### src/rtl/config_master_pkg.sv
// config_master_pkg: shared widths, register address, mode and FSM encodings for config_master
package config_master_pkg;
    localparam int CONFIG_WIDTH = 2;
    localparam int DEBOUNCE_CYCLES = 16;
    typedef logic [CONFIG_WIDTH-1:0] cfg_t;
    localparam cfg_t RES_ADDR = 2'b10;
    localparam cfg_t MODE_6X4 = 2'b00;
    localparam cfg_t MODE_8X6 = 2'b01;
    localparam cfg_t MODE_10X7 = 2'b10;
    localparam cfg_t MODE_RSVD = 2'b11;
    localparam logic [1:0] ST_IDLE = 2'd0;
    localparam logic [1:0] ST_ISSUE = 2'd1;
    localparam logic [1:0] ST_WAIT_ACK = 2'd2;
endpackage

### src/rtl/config_master_btn_conditioner.sv
// config_master_btn_conditioner: button synchronizer, optional debounce (CONFIG_MASTER_DEBOUNCE_EN), rising-edge event
module config_master_btn_conditioner
    import config_master_pkg::*;
(
    input  logic clk,
    input  logic rst,
    input  logic btn,
    output logic evt
);
    logic s1, s2, lvl, lvl_q;
    always_ff @(posedge clk or posedge rst)
        if (rst) {s1, s2, lvl_q} <= '0;
        else {s1, s2, lvl_q} <= {btn, s1, lvl};
`ifdef CONFIG_MASTER_DEBOUNCE_EN
    localparam int CW = $clog2(DEBOUNCE_CYCLES + 1);
    logic stable;
    logic [CW-1:0] cnt;
    always_ff @(posedge clk or posedge rst)
        if (rst) begin
            stable <= 1'b0;
            cnt <= '0;
        end else if (s2 == stable) cnt <= '0;
        else if (cnt == CW'(DEBOUNCE_CYCLES - 1)) begin
            stable <= s2;
            cnt <= '0;
        end else cnt <= cnt + 1'b1;
    assign lvl = stable;
`else
    assign lvl = s2;
`endif
    assign evt = lvl & ~lvl_q;
endmodule

### src/rtl/config_master.sv
// config_master: issues one resolution-register write per accepted mode request, with ack timeout and retry.
// Build option CONFIG_MASTER_DEBOUNCE_EN adds a debounce filter on the request button.
module config_master
    import config_master_pkg::*;
#(
    parameter int ACK_TIMEOUT = 8,
    parameter int MAX_RETRIES = 2
) (
    input  logic                    Clk,
    input  logic                    Rst,
    input  logic                    Req_btn,
    input  logic [CONFIG_WIDTH-1:0] Mode_sel,
    input  logic                    Load_config,
    output logic                    Valid,
    output logic [CONFIG_WIDTH-1:0] Addr,
    output logic [CONFIG_WIDTH-1:0] Data,
    output logic                    Busy,
    output logic                    Done,
    output logic                    Error,
    output logic [CONFIG_WIDTH-1:0] Cur_mode
);
    localparam int TW = $clog2(ACK_TIMEOUT);
    localparam int RW = $clog2(MAX_RETRIES + 1);
    logic [1:0] state;
    cfg_t req;
    logic [TW-1:0] to_cnt;
    logic [RW-1:0] retry_cnt;
    logic evt;
    config_master_btn_conditioner u_cond (.clk(Clk), .rst(Rst), .btn(Req_btn), .evt(evt));
    always_ff @(posedge Clk or posedge Rst)
        if (Rst) begin
            state <= ST_IDLE;
            req <= '0;
            to_cnt <= '0;
            retry_cnt <= '0;
            Done <= 1'b0;
            Error <= 1'b0;
            Cur_mode <= MODE_6X4;
        end else begin
            Done <= 1'b0;
            if (state == ST_IDLE && evt) begin
                req <= Mode_sel;
                if (Mode_sel == MODE_RSVD) Error <= 1'b1;
                else if (Mode_sel != Cur_mode || Error) begin
                    retry_cnt <= '0;
                    state <= ST_ISSUE;
                end
            end else if (state == ST_ISSUE) begin
                to_cnt <= '0;
                state <= ST_WAIT_ACK;
            end else if (state == ST_WAIT_ACK) begin
                to_cnt <= to_cnt + 1'b1;
                // an ack in the final timeout cycle still counts as success
                if (Load_config) begin
                    Cur_mode <= req;
                    Done <= 1'b1;
                    Error <= 1'b0;
                    state <= ST_IDLE;
                end else if (to_cnt == TW'(ACK_TIMEOUT - 1)) begin
                    if (retry_cnt < RW'(MAX_RETRIES)) begin
                        retry_cnt <= retry_cnt + 1'b1;
                        state <= ST_ISSUE;
                    end else begin
                        Error <= 1'b1;
                        state <= ST_IDLE;
                    end
                end
            end
        end
    assign Valid = state == ST_ISSUE;
    assign Busy = state != ST_IDLE;
    assign Addr = Busy ? RES_ADDR : '0;
    assign Data = Busy ? req : '0;
endmodule

### config.mk
export PLATFORM = sky130hd
export DESIGN_NAME = config_master
export DESIGN_NICKNAME = d
export VERILOG_FILES = /design/src/rtl/config_master_pkg.sv /design/src/rtl/config_master_btn_conditioner.sv /design/src/rtl/config_master.sv
export SDC_FILE = /design/constraint.sdc
export NUM_CORES = 1
export LEC_CHECK = 0
export CORE_MARGIN = 4
export CORE_UTILIZATION = 49
export DETAILED_ROUTE_END_ITERATION = 16
export PLACE_DENSITY = 0.88
export RECOVER_POWER = 50
export SLEW_MARGIN = 20
export SYNTH_ARGS = -nofsm -noshare
export SYNTH_HDL_FRONTEND = slang
export SYNTH_SLANG_ARGS = --single-unit
### constraint.sdc
create_clock -name Clk -period 2.3 [get_ports Clk]
set_input_delay 0.345 -clock Clk [delete_from_list [all_inputs] [get_ports Clk]]
set_output_delay 0.345 -clock Clk [all_outputs]
set_load 0.005 [all_outputs]
Word-level counts from Yosys, hierarchy flattened. Cells that the tools add are included.

Add/subtract/negate cells: 2. Muxes and demuxes: 31. Eq/ne operators: 11. Reduce and logical (&&, ||, !) cells: 16. Order comparisons: 1. Bitwise gates (word level): 4.

Operators with widths (count): $mux W2 (17); $mux W1 (12); $reduce_bool A2 Y1 (5); $ne A2 B1 Y1 const B (4); $reduce_and A4 Y1 (2); $reduce_and A7 Y1 (1); $mux W3 (2); $reduce_bool A3 Y1 (2); $reduce_and A5 Y1 (1); $eq A2 B2 Y1 const B (2); $reduce_bool A4 Y1 (1); $add A3 B1 Y3 const B (1); $eq A3 B3 Y1 const B (1); $ne A3 B3 Y1 const B (1); $not A1 Y1 (3); $add A2 B1 Y2 const B (1); $eq A2 B1 Y1 const B (1); $logic_not A2 Y1 (1); $lt A2 B2 Y1 const B (1); $ne A2 B2 Y1 (1); $ne A2 B2 Y1 const B (1); $reduce_and A2 Y1 (1); $and A1 B1 Y1 (1); $logic_and A1 B1 Y1 (1); $logic_or A1 B1 Y1 (1).

Output and inout bits: 10. Register bits: 16.

Depth between registers and ports, before layout. Gate-level depths: netlist (run 1).

Depth in word-level cells: 7. Mapped depth: 7. Gate-level depth less buffers: 6.

By module. From an unflattened synthesis (run 1), not the netlist that was laid out.

Cell total of the unflattened synthesis: 77. Area, all modules: 838.3 µm².

Modules (own cells, without submodules): config_master (seq. area each 325.3 µm², area an instance 745.7 µm², times used 1, cells each 72); config_master_btn_conditioner (seq. area each 75.1 µm², area an instance 92.6 µm², times used 1, cells each 5).

Least setup slack after synthesis (run 1). OpenSTA, ideal clock, no wires.

Path kind: register to register. Start point: register state[0]. End point: register Cur_mode[0]. Slack: 0.607 ns. Cell stages (with the launch flop): 7. Arrival: 1.568 ns. Cell sequence: dfrtp_1 > inv_1 > ha_1 > and3b_1 > clkbuf_1 > nor3_2 > mux2_2.

Longest elaborated chain between the ends: 4. Elaborated cells between the ends (all ways): 7.

RTL lines: from (decl) (RTL line config_master.sv:24) `logic [1:0] state;`; from (signal assigned) (RTL line config_master.sv:32) `state <= ST_IDLE;`; from (signal assigned) (RTL line config_master.sv:46) `state <= ST_ISSUE;`; from (signal assigned) (RTL line config_master.sv:50) `state <= ST_WAIT_ACK;`; $logic_not A2 Y1 (RTL line config_master.sv:41) `if (state == ST_IDLE && evt) begin`; $logic_and A1 B1 Y1 (RTL line config_master.sv:41); $not A1 Y1 (no source line); $reduce_and A4 Y1 (no source line) *; to (signal assigned) (RTL line config_master.sv:55) `Cur_mode <= req;`; to (decl) (RTL line config_master.sv:20) `output logic [CONFIG_WIDTH-1:0] Cur_mode`.

Every way passes the cells marked *; elsewhere a longest branch is shown, timed or not. A chain may end at the register's enable or synchronous reset.

Worst setup path in the final report (run 1).
Start point: register state[1]. End point: output port Valid.

Longest elaborated chain between the ends: 1.

RTL lines: $eq A2 B1 Y1 (RTL line config_master.sv:70) `assign Valid = state == ST_ISSUE;`; to (decl) (RTL line config_master.sv:14) `output logic Valid,`.

Every way passes these cells.

==> results of run 1 <==
layout by cell type, fill, tap and decap left out, types with 2 or more instances in the layout:
| cell type | n |
|---|---|
| sky130_fd_sc_hd__dfrtp_1 | 16 |
| sky130_fd_sc_hd__ha_1 | 5 |
| sky130_fd_sc_hd__nor2b_1 | 3 |
| sky130_fd_sc_hd__o21ai_0 | 5 |
| sky130_fd_sc_hd__mux2_2 | 3 |
| sky130_fd_sc_hd__dlygate4sd3_1 | 2 |
| sky130_fd_sc_hd__clkbuf_4 | 3 |
| sky130_fd_sc_hd__clkdlybuf4s50_1 | 12 |
| sky130_fd_sc_hd__nand3_1 | 2 |
| sky130_fd_sc_hd__a21oi_1 | 3 |
| sky130_fd_sc_hd__nor2_1 | 2 |
| sky130_fd_sc_hd__inv_1 | 7 |
| sky130_fd_sc_hd__nand2_1 | 12 |
cell usage after synthesis:
cell	n
sky130_fd_sc_hd__dfrtp_1	16
sky130_fd_sc_hd__nand2_1	12
sky130_fd_sc_hd__inv_1	7
sky130_fd_sc_hd__ha_1	5
sky130_fd_sc_hd__o21ai_0	5
sky130_fd_sc_hd__a21oi_1	3
sky130_fd_sc_hd__mux2_2	3
sky130_fd_sc_hd__nor2b_1	3
sky130_fd_sc_hd__buf_4	2
sky130_fd_sc_hd__clkbuf_1	2
sky130_fd_sc_hd__nand3_1	2
sky130_fd_sc_hd__nor2_1	2
sky130_fd_sc_hd__a211o_1	1
sky130_fd_sc_hd__a21o_1	1
sky130_fd_sc_hd__a22oi_1	1
sky130_fd_sc_hd__a31oi_1	1
sky130_fd_sc_hd__a41oi_1	1
sky130_fd_sc_hd__and2_4	1
sky130_fd_sc_hd__and3b_1	1
sky130_fd_sc_hd__and4bb_2	1
sky130_fd_sc_hd__conb_1	1
sky130_fd_sc_hd__mux2i_1	1
sky130_fd_sc_hd__nand3b_1	1
sky130_fd_sc_hd__nand4_1	1
sky130_fd_sc_hd__nor3_2	1
sky130_fd_sc_hd__nor3b_1	1
sky130_fd_sc_hd__o21ba_2	1
sky130_fd_sc_hd__o221ai_1	1
sky130_fd_sc_hd__o22ai_1	1
sky130_fd_sc_hd__or3_1	1
worst paths after layout:
kind / from / to / cells past startpoint
max: state[1] / Valid / 3
min: u_cond.s1 / u_cond.lvl / 0
max reg2reg: state[0] / Cur_mode[1] / 5
min reg2reg: u_cond.s1 / u_cond.lvl / 0
max in group asynchronous: Rst / req[1] / 2
min in group asynchronous: Rst / state[0] / 2
metrics by stage:
step	cell area [um^2]	cells	hold slack (ns)	worst slack (ns)	power, mW
after floorplan	812	80	0.259	0.607	0.834
after global placement	950	106	0.334	0.388	1.04
after detailed placement	950	106	0.336	0.322	1.06
after CTS	972	109	0.355	0.215	1.21
after global routing	972	109	0.372	0.139	1.31
final	972	109	0.352	0.214	1.19
sequential cells by signal, summed over array words and instances, names as in the netlist:
name          count
to_cnt            3
Cur_mode          2
req               2
retry_cnt         2
state             2
Done              1
Error             1
u_cond.lvl        1
u_cond.lvl_q      1
u_cond.s1         1
cell families (layout without fill, tap and decap cells):
| logic type | after synthesis | in the layout | synth area share (%) |
|---|---|---|---|
| mux | 4 | 4 | 5.39 |
| other cells | 1 | 1 | 0.462 |
| buf+inv | 11 | 24 | 6.01 |
| fa+ha+maj | 5 | 5 | 7.70 |
| compound gates | 16 | 16 | 12.8 |
| simple gates | 27 | 27 | 18.3 |
| flops | 16 | 16 | 49.3 |
cell type report:
cell class / instances / share of cell area [%]
Sequential cell: 16 / 41.2
Tap cell: 16 / 2.06
Timing Repair Buffer: 14 / 14.4
Inverter: 7 / 2.70
Multi-Input combinational cell: 53 / 37.3
Clock buffer: 3 / 2.32
where the power goes:
part | internal [mW] | leakage, nW | total, mW | switching (mW)
logic | 0.325 | 0.232 | 0.563 | 0.238
registers | 0.391 | 0.197 | 0.487 | 0.0965
clock network | 0.0608 | 0.0138 | 0.143 | 0.0821
per-layer routing:
metal  GRT usage [%]  vias to the layer above  routed length [um]
met5               0                        -                   0
met4            8.07                        0                  33
met1            19.1                      307                 619
met3            3.37                        5                  93
li1                -                      301                   -
met2            20.2                       26                 692
worst reg2reg max path: stages (launching register included):
cell and delay, ns:
sky130_fd_sc_hd__dfrtp_1 0.42, sky130_fd_sc_hd__inv_1 0.09, sky130_fd_sc_hd__ha_1 0.25, sky130_fd_sc_hd__and3b_1 0.28, sky130_fd_sc_hd__nor3_2 0.29, sky130_fd_sc_hd__mux2_2 0.37
==> tab_implementation.tex, run 1 <==
\begin{tabular}{lr}
\hline
Metric & Value \\
\hline
\multicolumn{2}{l}{\textbf{Floorplanning}} \\
Die Footprint & 0.00237 mm\^{}2 \\
Number of standard-cell rows in the floorplan & 14 \\
Die height & 48.7 um \\
I/O pin total & 16 \\
Effective utilization at floorplan & approximately 53\% \\
Core Footprint & 0.00154 mm\^{}2 \\
Die width & 48.7 um \\
\multicolumn{2}{l}{\textbf{Synth}} \\
Syn Nets & 91 \\
Portion of synthesized cell area occupied by the leading cell type & between 40 and 50\% \\
Synthesized area per cell & just over 10 um\^{}2 \\
Number of distinct standard cells referenced by the synthesized netlist & 30 \\
Number of synthesized register bits & 16 \\
Number of instances in the synthesized netlist & 80 \\
Top cells by area in the synthesized netlist & sky130\_fd\_sc\_hd\_\_dfrtp\_1 (49\%), sky130\_fd\_sc\_hd\_\_ha\_1 (7.7\%), sky130\_fd\_sc\_hd\_\_nand2\_1 (5.5\%) \\
Fraction of the yosys area taken by sequential cells & 49.3\% \\
Ys Warns & 0 \\
Post-synthesis instance area & around 810 um\^{}2 \\
Top cell type by total area after synthesis & sky130\_fd\_sc\_hd\_\_dfrtp\_1 \\
\multicolumn{2}{l}{\textbf{Clock tree}} \\
Cell at the root of the clock tree & sky130\_fd\_sc\_hd\_\_clkbuf\_4 \\
CTS tree & built \\
Hold-fix buffer count after cts & 0 \\
Total number of H-tree levels & 1 \\
Buffer levels on the longest clock path & 2 \\
Clk Latency, worst-skew pair & between 0.2 and 0.3 ns \\
Clock transition at the register clock pins on the worst setup and hold paths after CTS & around 0.09 ns \\
Post-CTS setup buffer count & 0 \\
TritonCTS Buffers & 3 \\
Clock Sinks & 16 \\
Post-cts gate resize count & 0 \\
\multicolumn{2}{l}{\textbf{Run status}} \\
Status & finished clean \\
\multicolumn{2}{l}{\textbf{Global routing}} \\
Vias in the first global route & approximately 580 \\
All-Layer GR Usage & $\sim$14\% \\
Number of antenna violations at the first check in global routing & 0 \\
Global-route wire length before repair & roughly 2600 um \\
Total overflow reported by the global router & 0 \\
Largest net degree at the start of global routing & 17 \\
\multicolumn{2}{l}{\textbf{Timing}} \\
Slew at the pin with the worst max-slew slack & $\sim$0.58 ns \\
Worst clock skew & around 0.011 ns \\
Final critical delay including setup and external delays & 2.09 ns \\
Post-route setup TNS & 0 ns \\
RSZ-0062 raised after global routing & false \\
Final Hold Vio Count & 0 \\
Slew HR & between 60\% and 70\% \\
Peak clock frequency supported by timing & between 400 and 500 MHz \\
Number of slew-limit violations in the final report & 0 \\
Number of endpoints failing setup at the final stage & 0 \\
Final critical-path share of the clock period & between 90\% and 100\% \\
\multicolumn{2}{l}{\textbf{Setup path}} \\
Cell class contributing the biggest share of worst-path delay & buffers and inverters \\
Required arrival time at the worst endpoint & 1.96 ns \\
Startpoint-to-endpoint class of the critical path & register to output port \\
Worst Path Arrival & 1.74 ns \\
CP Buf/Inv Count & 2 \\
Highest-delay cell along the critical path & sky130\_fd\_sc\_hd\_\_clkdlybuf4s50\_1 \\
Crit-path max cell delay & around 0.57 ns \\
Maximum net fanout on the critical path & 9 \\
Crit path capture type & output port \\
Sort of element at the start of the critical path & register \\
Reg-to-reg slack, setup & around 0.47 ns \\
Critical Path, Cell by Cell & inv\_1 -> ha\_1 -> clkdlybuf4s50\_1 \\
\multicolumn{2}{l}{\textbf{Route}} \\
Average vias per placed instance & 5.86 \\
Post-detailed-route count of antenna-violating nets & 0 \\
Routed vias & about 640 \\
Total wirelength of the detailed-routed design & roughly 1400 um \\
Detailed Routing Iterations Pass 1 & 4 \\
Number of design rule violations left after detail routing & 0 \\
Violation count after the first detailed-route iteration & 14 \\
WL per Instance & roughly 13 um \\
\multicolumn{2}{l}{\textbf{Pwr}} \\
LEAKAGE & 0.443 nW \\
Pwr per Cell Area & between 1000 and 1500 mW/mm\^{}2 \\
IR drop worst, VDD & 0.000646 V \\
\multicolumn{2}{l}{\textbf{Layout}} \\
Area of all sequential standard cells & about 400 um\^{}2 \\
Area grow syn2layout & 19.7\% \\
Number of nets in the final layout & around 110 \\
Combined area of the multi-input logic cells & approximately 360 um\^{}2 \\
Share of final-layout standard cells stronger than drive strength 1 & 10.8\% \\
Post-route core utilization & between 60\% and 70\% \\
Number of diodes & 0 \\
Number of fill cells in the layout & around 130 \\
\multicolumn{2}{l}{\textbf{Worst hold path}} \\
Min-Delay Path Class & register to register \\
\multicolumn{2}{l}{\textbf{Flow run}} \\
Max cap viols & 0 \\
\multicolumn{2}{l}{\textbf{Placement}} \\
Gp weighted congestion & roughly 0.84 \\
Port buffer count & 14 \\
HPWL after detailed placement & about 1200 um \\
\hline
\end{tabular}
Power figures use the tool's default switching activity.
==> inputs of run 2 (changes only) <==
- CTS_CLUSTER_DIAMETER: default -> 40
==> results of run 2 <==
Final layout, timing and power as in run 1 (identical DEF).
